[src/rtl/fetch_pc_gen.sv]
// Fetch-stage next-PC generator with an in-flight prediction FIFO for execute.
// Define PC_GEN_STATS_EN to add saturating redirect / predicted-taken counters.
module fetch_pc_gen #(
  parameter logic [31:0] RESET_PC   = 32'h0000_0000,
  parameter int          FIFO_DEPTH = 4,
  parameter int          FIFO_AW    = 2
) (
  input  logic        clk,
  input  logic        reset,
  input  logic        f_stall_en,
  input  logic        e_redirect_en,
  input  logic [31:0] e_redirect_pc,
  input  logic        e_pop_en,
  input  logic        bp_out_f_predicted_en,
  input  logic        bp_out_f_predicted_taken_en,
  input  logic [31:0] bp_out_f_predicted_pc,
  output logic [31:0] pc_out_f_pc,
  output logic        pc_out_f_valid,
  output logic        pc_out_e_pred_valid,
  output logic        pc_out_e_pred_taken_en,
  output logic [31:0] pc_out_e_pred_pc,
  output logic        pc_out_fifo_full
`ifdef PC_GEN_STATS_EN
  ,
  output logic [15:0] pc_out_stat_redirects,
  output logic [15:0] pc_out_stat_pred_taken
`endif
);

  typedef enum logic [1:0] {
    S_BOOT   = 2'd0,
    S_FETCH  = 2'd1,
    S_BUBBLE = 2'd2
  } state_e;

  localparam logic [FIFO_AW:0]   CNT_FULL = (FIFO_AW+1)'(FIFO_DEPTH);
  localparam logic [FIFO_AW:0]   CNT_ZERO = (FIFO_AW+1)'(0);
  localparam logic [FIFO_AW:0]   CNT_ONE  = (FIFO_AW+1)'(1);
  localparam logic [FIFO_AW-1:0] PTR_ZERO = FIFO_AW'(0);
  localparam logic [FIFO_AW-1:0] PTR_ONE  = FIFO_AW'(1);

  state_e               state_q;
  logic [31:0]          pc_q, pc_d;
  logic [FIFO_AW-1:0]   rd_ptr_q, rd_ptr_d;
  logic [FIFO_AW-1:0]   wr_ptr_q, wr_ptr_d;
  logic [FIFO_AW:0]     count_q, count_d;
  logic [31:0]          fifo_pc_q [FIFO_DEPTH];
  logic [FIFO_DEPTH-1:0] fifo_taken_q;

  logic        fifo_empty_s;
  logic        fifo_full_s;
  logic        pred_taken_s;
  logic        fetch_go_s;
  logic        pop_s;
  logic [31:0] next_pc_s;

  assign fifo_empty_s = (count_q == CNT_ZERO);
  assign fifo_full_s  = (count_q == CNT_FULL);
  assign pred_taken_s = bp_out_f_predicted_en && bp_out_f_predicted_taken_en;
  // A full FIFO blocks issue even if a pop frees a slot this cycle.
  assign fetch_go_s   = (state_q == S_FETCH) && !f_stall_en && !fifo_full_s && !e_redirect_en;
  assign pop_s        = e_pop_en && !fifo_empty_s && !e_redirect_en;
  assign next_pc_s    = pred_taken_s ? (bp_out_f_predicted_pc & 32'hFFFF_FFFC)
                                     : (pc_q + 32'd4);

  // Next PC, FIFO pointers and occupancy; redirect flushes and overrides all.
  always_comb begin
    pc_d     = pc_q;
    rd_ptr_d = rd_ptr_q;
    wr_ptr_d = wr_ptr_q;
    count_d  = count_q;
    if (e_redirect_en) begin
      pc_d     = e_redirect_pc & 32'hFFFF_FFFC;
      rd_ptr_d = PTR_ZERO;
      wr_ptr_d = PTR_ZERO;
      count_d  = CNT_ZERO;
    end else begin
      if (fetch_go_s) begin
        pc_d     = next_pc_s;
        wr_ptr_d = wr_ptr_q + PTR_ONE;
      end else begin
        pc_d     = pc_q;
        wr_ptr_d = wr_ptr_q;
      end
      if (pop_s) begin
        rd_ptr_d = rd_ptr_q + PTR_ONE;
      end else begin
        rd_ptr_d = rd_ptr_q;
      end
      case ({fetch_go_s, pop_s})
        2'b10:   count_d = count_q + CNT_ONE;
        2'b01:   count_d = count_q - CNT_ONE;
        default: count_d = count_q;
      endcase
    end
  end

  // Fetch sequencing FSM plus PC and FIFO bookkeeping registers.
  always_ff @(posedge clk or posedge reset) begin
    if (reset) begin
      state_q  <= S_BOOT;
      pc_q     <= RESET_PC;
      rd_ptr_q <= PTR_ZERO;
      wr_ptr_q <= PTR_ZERO;
      count_q  <= CNT_ZERO;
    end else begin
      pc_q     <= pc_d;
      rd_ptr_q <= rd_ptr_d;
      wr_ptr_q <= wr_ptr_d;
      count_q  <= count_d;
      if (e_redirect_en) begin
        state_q <= S_BUBBLE;
      end else begin
        case (state_q)
          S_BOOT:   state_q <= S_FETCH;
          S_FETCH:  state_q <= S_FETCH;
          S_BUBBLE: state_q <= S_FETCH;
          default:  state_q <= S_BOOT;
        endcase
      end
    end
  end

  // Prediction storage, written at wr_ptr on every issued fetch.
  always_ff @(posedge clk or posedge reset) begin
    if (reset) begin
      for (int i = 0; i < FIFO_DEPTH; i++) begin
        fifo_pc_q[i] <= 32'd0;
      end
      fifo_taken_q <= {FIFO_DEPTH{1'b0}};
    end else if (fetch_go_s) begin
      fifo_pc_q[wr_ptr_q]    <= next_pc_s;
      fifo_taken_q[wr_ptr_q] <= pred_taken_s;
    end
  end

  assign pc_out_f_pc            = pc_q;
  assign pc_out_f_valid         = fetch_go_s;
  assign pc_out_e_pred_valid    = !fifo_empty_s;
  assign pc_out_e_pred_taken_en = fifo_empty_s ? 1'b0 : fifo_taken_q[rd_ptr_q];
  assign pc_out_e_pred_pc       = fifo_empty_s ? 32'd0 : fifo_pc_q[rd_ptr_q];
  assign pc_out_fifo_full       = fifo_full_s;

`ifdef PC_GEN_STATS_EN
  logic [15:0] stat_redirects_q;
  logic [15:0] stat_pred_taken_q;

  // Saturating event counters.
  always_ff @(posedge clk or posedge reset) begin
    if (reset) begin
      stat_redirects_q  <= 16'd0;
      stat_pred_taken_q <= 16'd0;
    end else begin
      if (e_redirect_en && (stat_redirects_q != 16'hFFFF)) begin
        stat_redirects_q <= stat_redirects_q + 16'd1;
      end
      if (fetch_go_s && pred_taken_s && (stat_pred_taken_q != 16'hFFFF)) begin
        stat_pred_taken_q <= stat_pred_taken_q + 16'd1;
      end
    end
  end

  assign pc_out_stat_redirects  = stat_redirects_q;
  assign pc_out_stat_pred_taken = stat_pred_taken_q;
`endif

endmodule
[config.mk]
export PLATFORM = sky130hd
export DESIGN_NAME = fetch_pc_gen
export DESIGN_NICKNAME = d
export VERILOG_FILES = /design/src/rtl/fetch_pc_gen.sv
export SDC_FILE = /design/constraint.sdc
export NUM_CORES = 1
export LEC_CHECK = 0
export BUFFER_PORTS_ARGS = -buffer_cell sky130_fd_sc_hd__buf_2
export CAP_MARGIN = 10
export CORE_MARGIN = 8
export CORE_UTILIZATION = 57
export CTS_BUF_LIST = sky130_fd_sc_hd__clkbuf_16
export DETAILED_ROUTE_END_ITERATION = 10
export HOLD_SLACK_MARGIN = 0.12
export PLACE_DENSITY = 0.86
export SLEW_MARGIN = 10
export SYNTH_ARGS = -nofsm -noshare
export SYNTH_HDL_FRONTEND = slang
export SYNTH_SLANG_ARGS = --single-unit
[constraint.sdc]
create_clock -name clk -period 5.88 [get_ports clk]
set_input_delay 0 -clock clk [delete_from_list [all_inputs] [get_ports clk]]
set_output_delay 0 -clock clk [all_outputs]
set_load 0.02 [all_outputs]
; ---- After elaboration in Yosys (flattened, before gate mapping)
; Cells that the tools add are included.
[totals]
elab_cells = 70
input_bits = 71
out_inout_bits = 68
ff_bits = 173
[classes]
n_eq_ne = 5
reduce_logical = 18
n_lt_le_gt_ge = 6
n_addsub = 5
bitwise = 2
n_mux = 24
[ops]
columns = cell, count
row1 = two-way mux 32 bit, 7
row2 = bitwise mux 128 bit, 1
row3 = binary-select mux 32 bit (select 2 bit), 1
row4 = demux 32 bit (select 2 bit), 1
row5 = adder 32 x 3 -> 32 bit (second input constant), 1
row6 = two-way mux 2 bit, 5
row7 = logical AND 1 bit, 8
row8 = >= comparator 3 bit (second input constant), 2
row9 = < comparator 2 x 3 -> 1 bit (second input constant), 2
row10 = inverter 2 -> 3 bit, 2
row11 = one-hot mux 3 bit (2 select lines), 1
row12 = adder 2 x 1 -> 2 bit (second input constant), 2
row13 = bitwise mux 4 bit, 1
row14 = equality test 2 x 1 -> 1 bit (second input constant), 2
row15 = equality test 2 bit (second input constant), 2
row16 = zero test 1 bit, 4
row17 = two-way mux 1 bit, 4
row18 = nonzero test 2 bit, 2
row19 = adder 3 x 1 -> 3 bit (second input constant), 1
row20 = equality test 3 bit (second input constant), 1
row21 = zero test 3 bit, 1
row22 = < comparator 3 x 1 -> 1 bit (second input constant), 1
row23 = two-way mux 3 bit, 1
row24 = nonzero test 3 bit, 1
row25 = other kinds (6), 6

; ---- Depth between registers and ports, before layout
; Gate-level depths: netlist of the first run.
[depth]
depth_word = 7
ltp_mapped = 8
ltp_nobuf = 8

; ---- Worst setup path after synthesis of the first run
; No wires, ideal clock.
[synth_timing]
kind = flip-flop to flip-flop
from = reg count_q[0]
to = reg fifo_pc_q[84] in the netlist's numbering
path_slack_ps = 3235
arrival_time_ps = 2520
path_buffers = 2
setup_time_ps = 125
required_time_ps = 5755
synth_period_minus_slack_ps = 2645
stages_incl_launch_ff = 8
path_cell_list = dfrtp_1 nor3b_1 or3_1 inv_2 buf_2 nand2_1 buf_2 mux2_2
[synth_between]
elab_chain_len = 4
[synth_rtl]
columns = item, line
row1 = start: declaration, 46  ; logic [FIFO_AW:0] count_q, count_d;
row2 = start signal: assignment, 110  ; count_q <= count_d;
row3 = equality test 3 bit, 58  ; assign fifo_full_s = (count_q == CNT_FULL);
row4 = named net pc_out_fifo_full, 22  ; output logic pc_out_fifo_full
row5 = zero test 1 bit, 61  ; assign fetch_go_s = (state_q == S_FETCH) && !f_stall_en && !fifo_full_s && !e_redirect_en;
row6 = logical AND 1 bit (2 in a row), 61
row7 = named net pc_out_f_valid, 18  ; output logic pc_out_f_valid,
row8 = end signal: indexed assignment, 132  ; fifo_pc_q[wr_ptr_q] <= next_pc_s;
row9 = end: declaration, 47  ; logic [31:0] fifo_pc_q [FIFO_DEPTH];
; The timed path passes the listed nets, and every way through them passes these cells.
; A chain may end at the register's enable or synchronous reset.

; ---- Worst setup path after layout of the first run
[layout_timing]
from = reg pc_q[7] (netlist: pc_out_f_pc[7])
to = reg pc_q[31] (netlist: pc_out_f_pc[31])
[layout_between]
elab_chain_len = 4
[layout_rtl]
columns = item, line
row1 = start: declaration, 43  ; logic [31:0] pc_q, pc_d;
row2 = start signal: assignment, 107  ; pc_q <= pc_d;
row3 = adder 32 x 3 -> 32 bit, 64  ; : (pc_q + 32'd4);
row4 = two-way mux 32 bit, 63  ; assign next_pc_s = pred_taken_s ? (bp_out_f_predicted_pc & 32'hFFFF_FFFC)
row5 = two-way mux 32 bit, 78  ; if (fetch_go_s) begin
row6 = two-way mux 32 bit, 72  ; if (e_redirect_en) begin
; Every way passes these cells. The select of a mux whose other input is x is not followed.

==> metrics.txt, run 1 <==
crit path kind reg -> reg; Worst-Skew Late Latency 0.43 ns; Final setup viols 0; CP Launch Type flop; placer congestion estimate 0.8572; Fin. Hold Viols 0; Hold EP fifo_pc_q[2]; max cap viols 0; first-pass GRT wire length 41.61 mm; share of cells above drive strength 1 0.2685; Iteration-0 DRC Markers 737; nature of the critical path endpoint flop; FF/Latch Area 0.004330 mm²; clock skew 0.008011 ns; syn_nets 894; routed len/inst 21.82 µm; die area 0.01971 mm²; Worst VDD drop 0.2270 mV; EDFF count, synth 0; clk root buf clkbuf_16; vias in the first global route 7638; H-tree Lvls 4; FF-to-FF path depth 6; hold path startpoint bp_out_f_predicted_taken_en; multi-input gate area in the final layout 0.004222 mm²; Vias/cell 6.419; maximum clock rate 283.3 MHz; CTS clk-pin slew, worst paths 0.07 ns; dpl ws 2.583 ns; Crit path required time 6.25 ns; Final Max Slew Viols 0; Slew HR 0.1851; utilization after layout 0.7132; First-pass DRT Iterations 5; final period utilization 0.6003; Ys Warns 0; ys async rst share 1.000; final WL 25.87 mm; top_reg_cell synth dfrtp_1; diode count 0; IO Pins 139; outcome completed; fill cell count 918; Worst Path Max Fanout 11; Rows 45; Layout Cells excl Fill 1186; total power 3857 µW; Crit Reg-Reg Endpoint pc_out_f_pc[31]; Chip Height 140.4 µm; DRC viols 0; sequential share of the synthesized area 0.4908; antenna-violating nets left 0; reg2reg start pc_out_f_pc[7]; TritonCTS buffer count 17; HP Class in -> reg; worst path cell trace nand3_1, or4_1, nor4_1, mux2i_1, a21o_1, dlygate4sd3_1; fin crit period 3.530 ns; Placed Instances 1090; pwr/cell area 357.1 mW/mm²; Final WS setup 2.350 ns; Mapped Cells 817; Synth Register Bits 173; synthesized area 0.008820 mm²; largest net degree at the start of global routing 105; Crit path arrival time 3.90 ns; Die W 140.4 µm; total gr overflow 0; CTS Buffer Depth 2; post-synthesis cell type count 59; Syn Area/Cell 10.80 µm²; Hold Path Stages 4; dpl hpwl 14.86 mm; # port buffers 134; fin nets 1062; unrepaired setup endpoints after global routing no; CTS tree built; Area growth, synth to finish 22.47%; R2R Setup Slk 2.35 ns; TritonCTS Sinks 173; initial antenna violation count 0; P_leak 0.004923 µW; Total GRT Usage 0.2666; Worst path max stage delay 0.86 ns; initial core utilization 0.5823; via count 7613; Critical Path Slowest Stage Cell or4_1; Core Footprint 0.01515 mm²; worst slew pin tran 1.218 ns; Fin Setup TNS 0 ns
[cell usage in the layout (no fill, tap or decap), drive strengths merged, types with 12 or more instances in the layout]
cell / n
dlygate4sd3: 64
nor2: 51
a22o: 16
a21oi: 22
dfrtp: 173
mux4: 33
and2: 38
nor3b: 15
clkbuf: 17
buf: 143
mux2: 50
o21ai: 100
inv: 13
nand3: 12
nand2: 110
[metrics by stage]
step / cell area, µm² / hold slack, ns
global placement: 9564 / 0.2102
CTS: 10800 / 0.1201
floorplan: 8820 / 0.03143
global route: 10800 / 0.1483
detailed placement: 9564 / 0.2132
finish: 10800 / 0.1267
[synthesized netlist by cell type (7+ instances only)]
cell	count	area [µm²]
and2_1	38	237.7
or3_1	8	50.05
mux2i_1	11	110.1
a21oi_1	22	110.1
nand2_1	110	412.9
a22o_1	16	140.1
inv_1	8	30.03
nor3_1	8	40.04
mux2_1	8	90.09
nor2_1	51	191.4
mux2_2	42	473.0
a221o_1	7	70.07
nor3b_1	15	112.6
xnor2_1	11	96.34
o21ai_0	95	475.5
nand3_1	11	55.05
mux4_2	33	743.2
dfrtp_1	173	4329
or4_1	7	52.55
clkbuf_1	44	165.2
[state kept, by name, indices dropped and copies added, names as in the netlist]
name and cells:
state_q 2, rd_ptr_q 2, pc_out_f_pc 32, fifo_pc_q 128, count_q 3, fifo_taken_q 4, wr_ptr_q 2
[power breakdown]
group          total (µW)  switching (µW)  internal (µW)  leakage [µW]
Clock                1150             484            667      0.000281
Sequential           1520             162           1360       0.00230
Combinational        1180             646            539       0.00235
Total                3860            1290           2570       0.00492
[worst max-delay path: cells and delay by family (launching register included)]
| kind | cells | cell delay (ns) |
|---|---|---|
| flops | 1 | 0.45 |
| mux | 1 | 0.56 |
| buf+inv | 1 | 0.54 |
| simple gates | 3 | 1.73 |
| compound gates | 1 | 0.18 |
[worst max path at each step]
stage	start	slack, ns	end	cells after the start
4_1_cts	pc_out_f_pc[7]	2.47	pc_out_f_pc[31]	6
3_3_place_gp	count_q[0]	2.62	fifo_pc_q[5]	6
6_report	pc_out_f_pc[7]	2.35	pc_out_f_pc[31]	6
3_5_place_dp	count_q[0]	2.58	fifo_pc_q[8]	6
2_1_floorplan	reset	1.19	count_q[0]	1
5_1_grt	count_q[0]	2.21	fifo_pc_q[21]	6
[metal layers]
metal / track usage / vias up / wire, µm
li1: - / 3275 / -
met1: 0.3450 / 3784 / 10250
met2: 0.4180 / 483 / 12420
met3: 0.07781 / 71 / 2432
met4: 0.09943 / 0 / 769
met5: 0 / - / 0
[cell families after synthesis]
group	share of synthesized area
buffers and inverters	0.03107
muxes	0.1606
xor gates and xnor gates	0.01490
adders and majority gates	0.009363
AOI/OAI and AO/OA	0.1365
and+or+nand+nor	0.1568
DFF	0.4908
[area by class of cell]
type                    instances  area share
clock buffers                  17     0.03938
clock inverters                15     0.01587
repair buffers                207      0.1276
flip-flops and latches        173      0.4009
inverters                       9    0.003591
well taps                     188     0.02178
multi-input cells             577      0.3908
[repair_timing]
item / 4_1_cts / 5_1_grt
hold endpoints to repair: 190 / 0
hold buffers: 64 / 0
buffers inserted: 0 / 0
gates resized for setup: 0 / 0
Power figures use the tool's default switching activity.
==> run 2: changes to the inputs <==
--- a/config.mk
+++ b/config.mk
@@ -5,14 +5,15 @@
 export SDC_FILE = /design/constraint.sdc
 export NUM_CORES = 1
 export LEC_CHECK = 0
+export ABC_AREA = 1
 export BUFFER_PORTS_ARGS = -buffer_cell sky130_fd_sc_hd__buf_2
 export CAP_MARGIN = 10
 export CORE_MARGIN = 8
-export CORE_UTILIZATION = 57
+export CORE_UTILIZATION = 58
 export CTS_BUF_LIST = sky130_fd_sc_hd__clkbuf_16
 export DETAILED_ROUTE_END_ITERATION = 10
 export HOLD_SLACK_MARGIN = 0.12
-export PLACE_DENSITY = 0.86
+export PLACE_DENSITY = 0.87
 export SLEW_MARGIN = 10
 export SYNTH_ARGS = -nofsm -noshare
 export SYNTH_HDL_FRONTEND = slang
==> constraint.sdc (replaced) <==
create_clock -name clk -period 3.3 [get_ports clk]
set_input_delay 0 -clock clk [delete_from_list [all_inputs] [get_ports clk]]
set_output_delay 0 -clock clk [all_outputs]
set_load 0.02 [all_outputs]
==> run 2 against run 1 <==
  * Sequential power increased by 74%
  * Sequential cell count unchanged
  * Clock skew increased by 0.00062 ns
  * Global-route usage increased by 6.8 points
  * Non-clock buffer count increased by 32
==> metrics.txt, run 2 <==
outcome completed; worst slew pin tran 1.238 ns; pwr/cell area 629.0 mW/mm²; Gate power share 0.329; Mapped Cells 1284; Area growth, synth to finish 25.03%; CTS clk-pin slew, worst paths 0.07 ns; Syn Area/Cell 7.260 µm²; total gr overflow 0; Rows 46; Final setup viols 0; reg2reg start pc_out_f_pc[3]; Worst Path Max Fanout 5; switching power total 2739 µW; Hold Path Stages 3; sequential power share 0.361; utilization after layout 0.7391; final period utilization 0.8052; internal power 4593 µW; CTS Buffer Depth 2; First-pass DRT Iterations 8; clk root buf clkbuf_16; maximum clock rate 376.3 MHz; initial antenna violation count 3; placer congestion estimate 0.9900; EDFF count, synth 0; Synth Register Bits 173; Slew HR 0.1656; Total GRT Usage 0.3350; CP Launch Type flop; TritonCTS Sinks 173; ys async rst share 1.000; Fin. Hold Viols 0; first-pass GRT wire length 52.96 mm; nature of the critical path endpoint flop; fin nets 1555; Most flops, register fifo_pc_q; leading cell type in the layout, fill and taps excluded nand2_1; antenna-violating nets left 0; DRC viols 0; post_cts resized 0; Layout Cells excl Fill 1708; Iteration-0 DRC Markers 1663; H-tree Lvls 4; Placed Instances 1587; hold slack 0.1623 ns; Fin Setup TNS 0 ns; Commonest cells post-synth nand2_1, dfrtp_1, nand3_1, o21ai_0, nor2_1; Ys Warns 0; IO Pins 139; # port buffers 134; max cap viols 0; unrepaired setup endpoints after global routing no; largest net degree at the start of global routing 77; TritonCTS buffer count 17; fin crit period 2.657 ns; initial core utilization 0.5911; biggest area consumer among synthesized cells dfrtp_1; Crit path arrival time 3.04 ns; ranking of synthesized cells by area dfrtp_1, nand2_1, nand3_1, o21ai_0, nor2_1; top-count cell post-synth nand2_1; FF-to-FF path depth 8; Final Max Slew Viols 0; sequential share of the synthesized area 0.4644; Core Footprint 0.01577 mm²; post-synthesis cell type count 29; Worst-Skew Late Latency 0.45 ns; dpl hpwl 19.33 mm; Vias/cell 6.097; R2R Setup Slk 0.64 ns; hold path startpoint bp_out_f_predicted_pc[12]; via count 10.41k; CTS tree built; most frequent cells in the layout nand2_1, dfrtp_1, nand3_1, buf_2, o21ai_0; Chip Height 142.8 µm; final WL 33.20 mm; P_leak 0.005928 µW; crit path kind reg -> reg; max FFs per register 128; HP Class in -> reg; vias in the first global route 10.04k; routed len/inst 19.44 µm; synthesized area 0.009321 mm²; post-synth top area share 0.4644; Clk pwr share 0.310; top_reg_cell synth dfrtp_1; Crit Reg-Reg Endpoint pc_out_f_pc[16]; Sw Share 0.3736; Die W 142.8 µm; share of cells above drive strength 1 0.1530; Hold EP pc_out_f_pc[12]; clock skew 0.008635 ns; die area 0.02038 mm²; Crit path required time 3.68 ns; syn_nets 1361; Worst VDD drop 0.4238 mV
[run 2: final cells by class]
class,instances,area [µm²]
Multi-Input combinational cell,939,4299
Antenna cell,2,5.005
Inverter,108,409.1
Sequential cell,173,4330
Tap cell,216,270.3
Clock inverter,14,224.0
Fill cell,1076,4115
Timing Repair Buffer,239,1692
Clock buffer,17,425.4
[run 2: worst max-delay path by stage]
stage,slack (ns),startpoint,end,depth (start not counted)
5_1_grt,0.58,pc_out_f_pc[3],pc_out_f_pc[16],8
3_5_place_dp,0.96,count_q[0],fifo_pc_q[122],8
4_1_cts,0.80,pc_out_f_pc[3],pc_out_f_pc[30],11
2_1_floorplan,1.09,reset,count_q[0],1
3_3_place_gp,1.10,count_q[0],fifo_pc_q[123],8
6_report,0.64,pc_out_f_pc[3],pc_out_f_pc[16],8
[run 2: logic make-up after synthesis]
group	synth area share
AOI/OAI and AO/OA	0.1232
DFF	0.4644
adders and majority gates	0.008859
xor gates and xnor gates	0.004698
buffers and inverters	0.07530
and+or+nand+nor	0.3235
[run 2: timing repair]
item,4_1_cts,5_1_grt
hold endpoints to repair,171,0
buffers inserted,0,0
hold buffers,88,0
[run 2: critical path: stages (launching register included)]
cell and delay (ns):
dfrtp_1 0.44, ha_1 0.26, nand3_1 0.19, nor2_1 0.40
nand4_1 0.14, nand3_1 0.24, nand3_1 0.23, nand3_1 0.14
dlygate4sd3_1 0.55
[run 2: metrics by stage]
step | setup WS [ns] | instance area (µm²) | total power, µW
CTS | 0.8049 | 11650 | 7205
global placement | 1.096 | 10120 | 4807
global route | 0.5788 | 11650 | 7622
detailed placement | 0.9637 | 10120 | 4865
finish | 0.6427 | 11650 | 7331
floorplan | 1.089 | 9325 | 4092
[run 2: power by group through the flow]
stage                     logic (µW)  clock network, µW  registers, µW
after detailed placement        2200                  0           2660
after global placement          2160                  0           2650
after global routing            2610               2340           2670
final                           2410               2270           2640
after floorplan                 1440                  0           2660
after CTS                       2340               2240           2630
[run 2: per-layer routing]
metal	global-route usage	routed length, µm	vias to the layer above	part of all wire
met5	0.01309	23	-	0.00069
met4	0.1806	1926	4	0.058
li1	-	-	4506	-
met3	0.1212	4361	217	0.13
met1	0.4127	11940	4787	0.36
met2	0.5038	14960	899	0.45
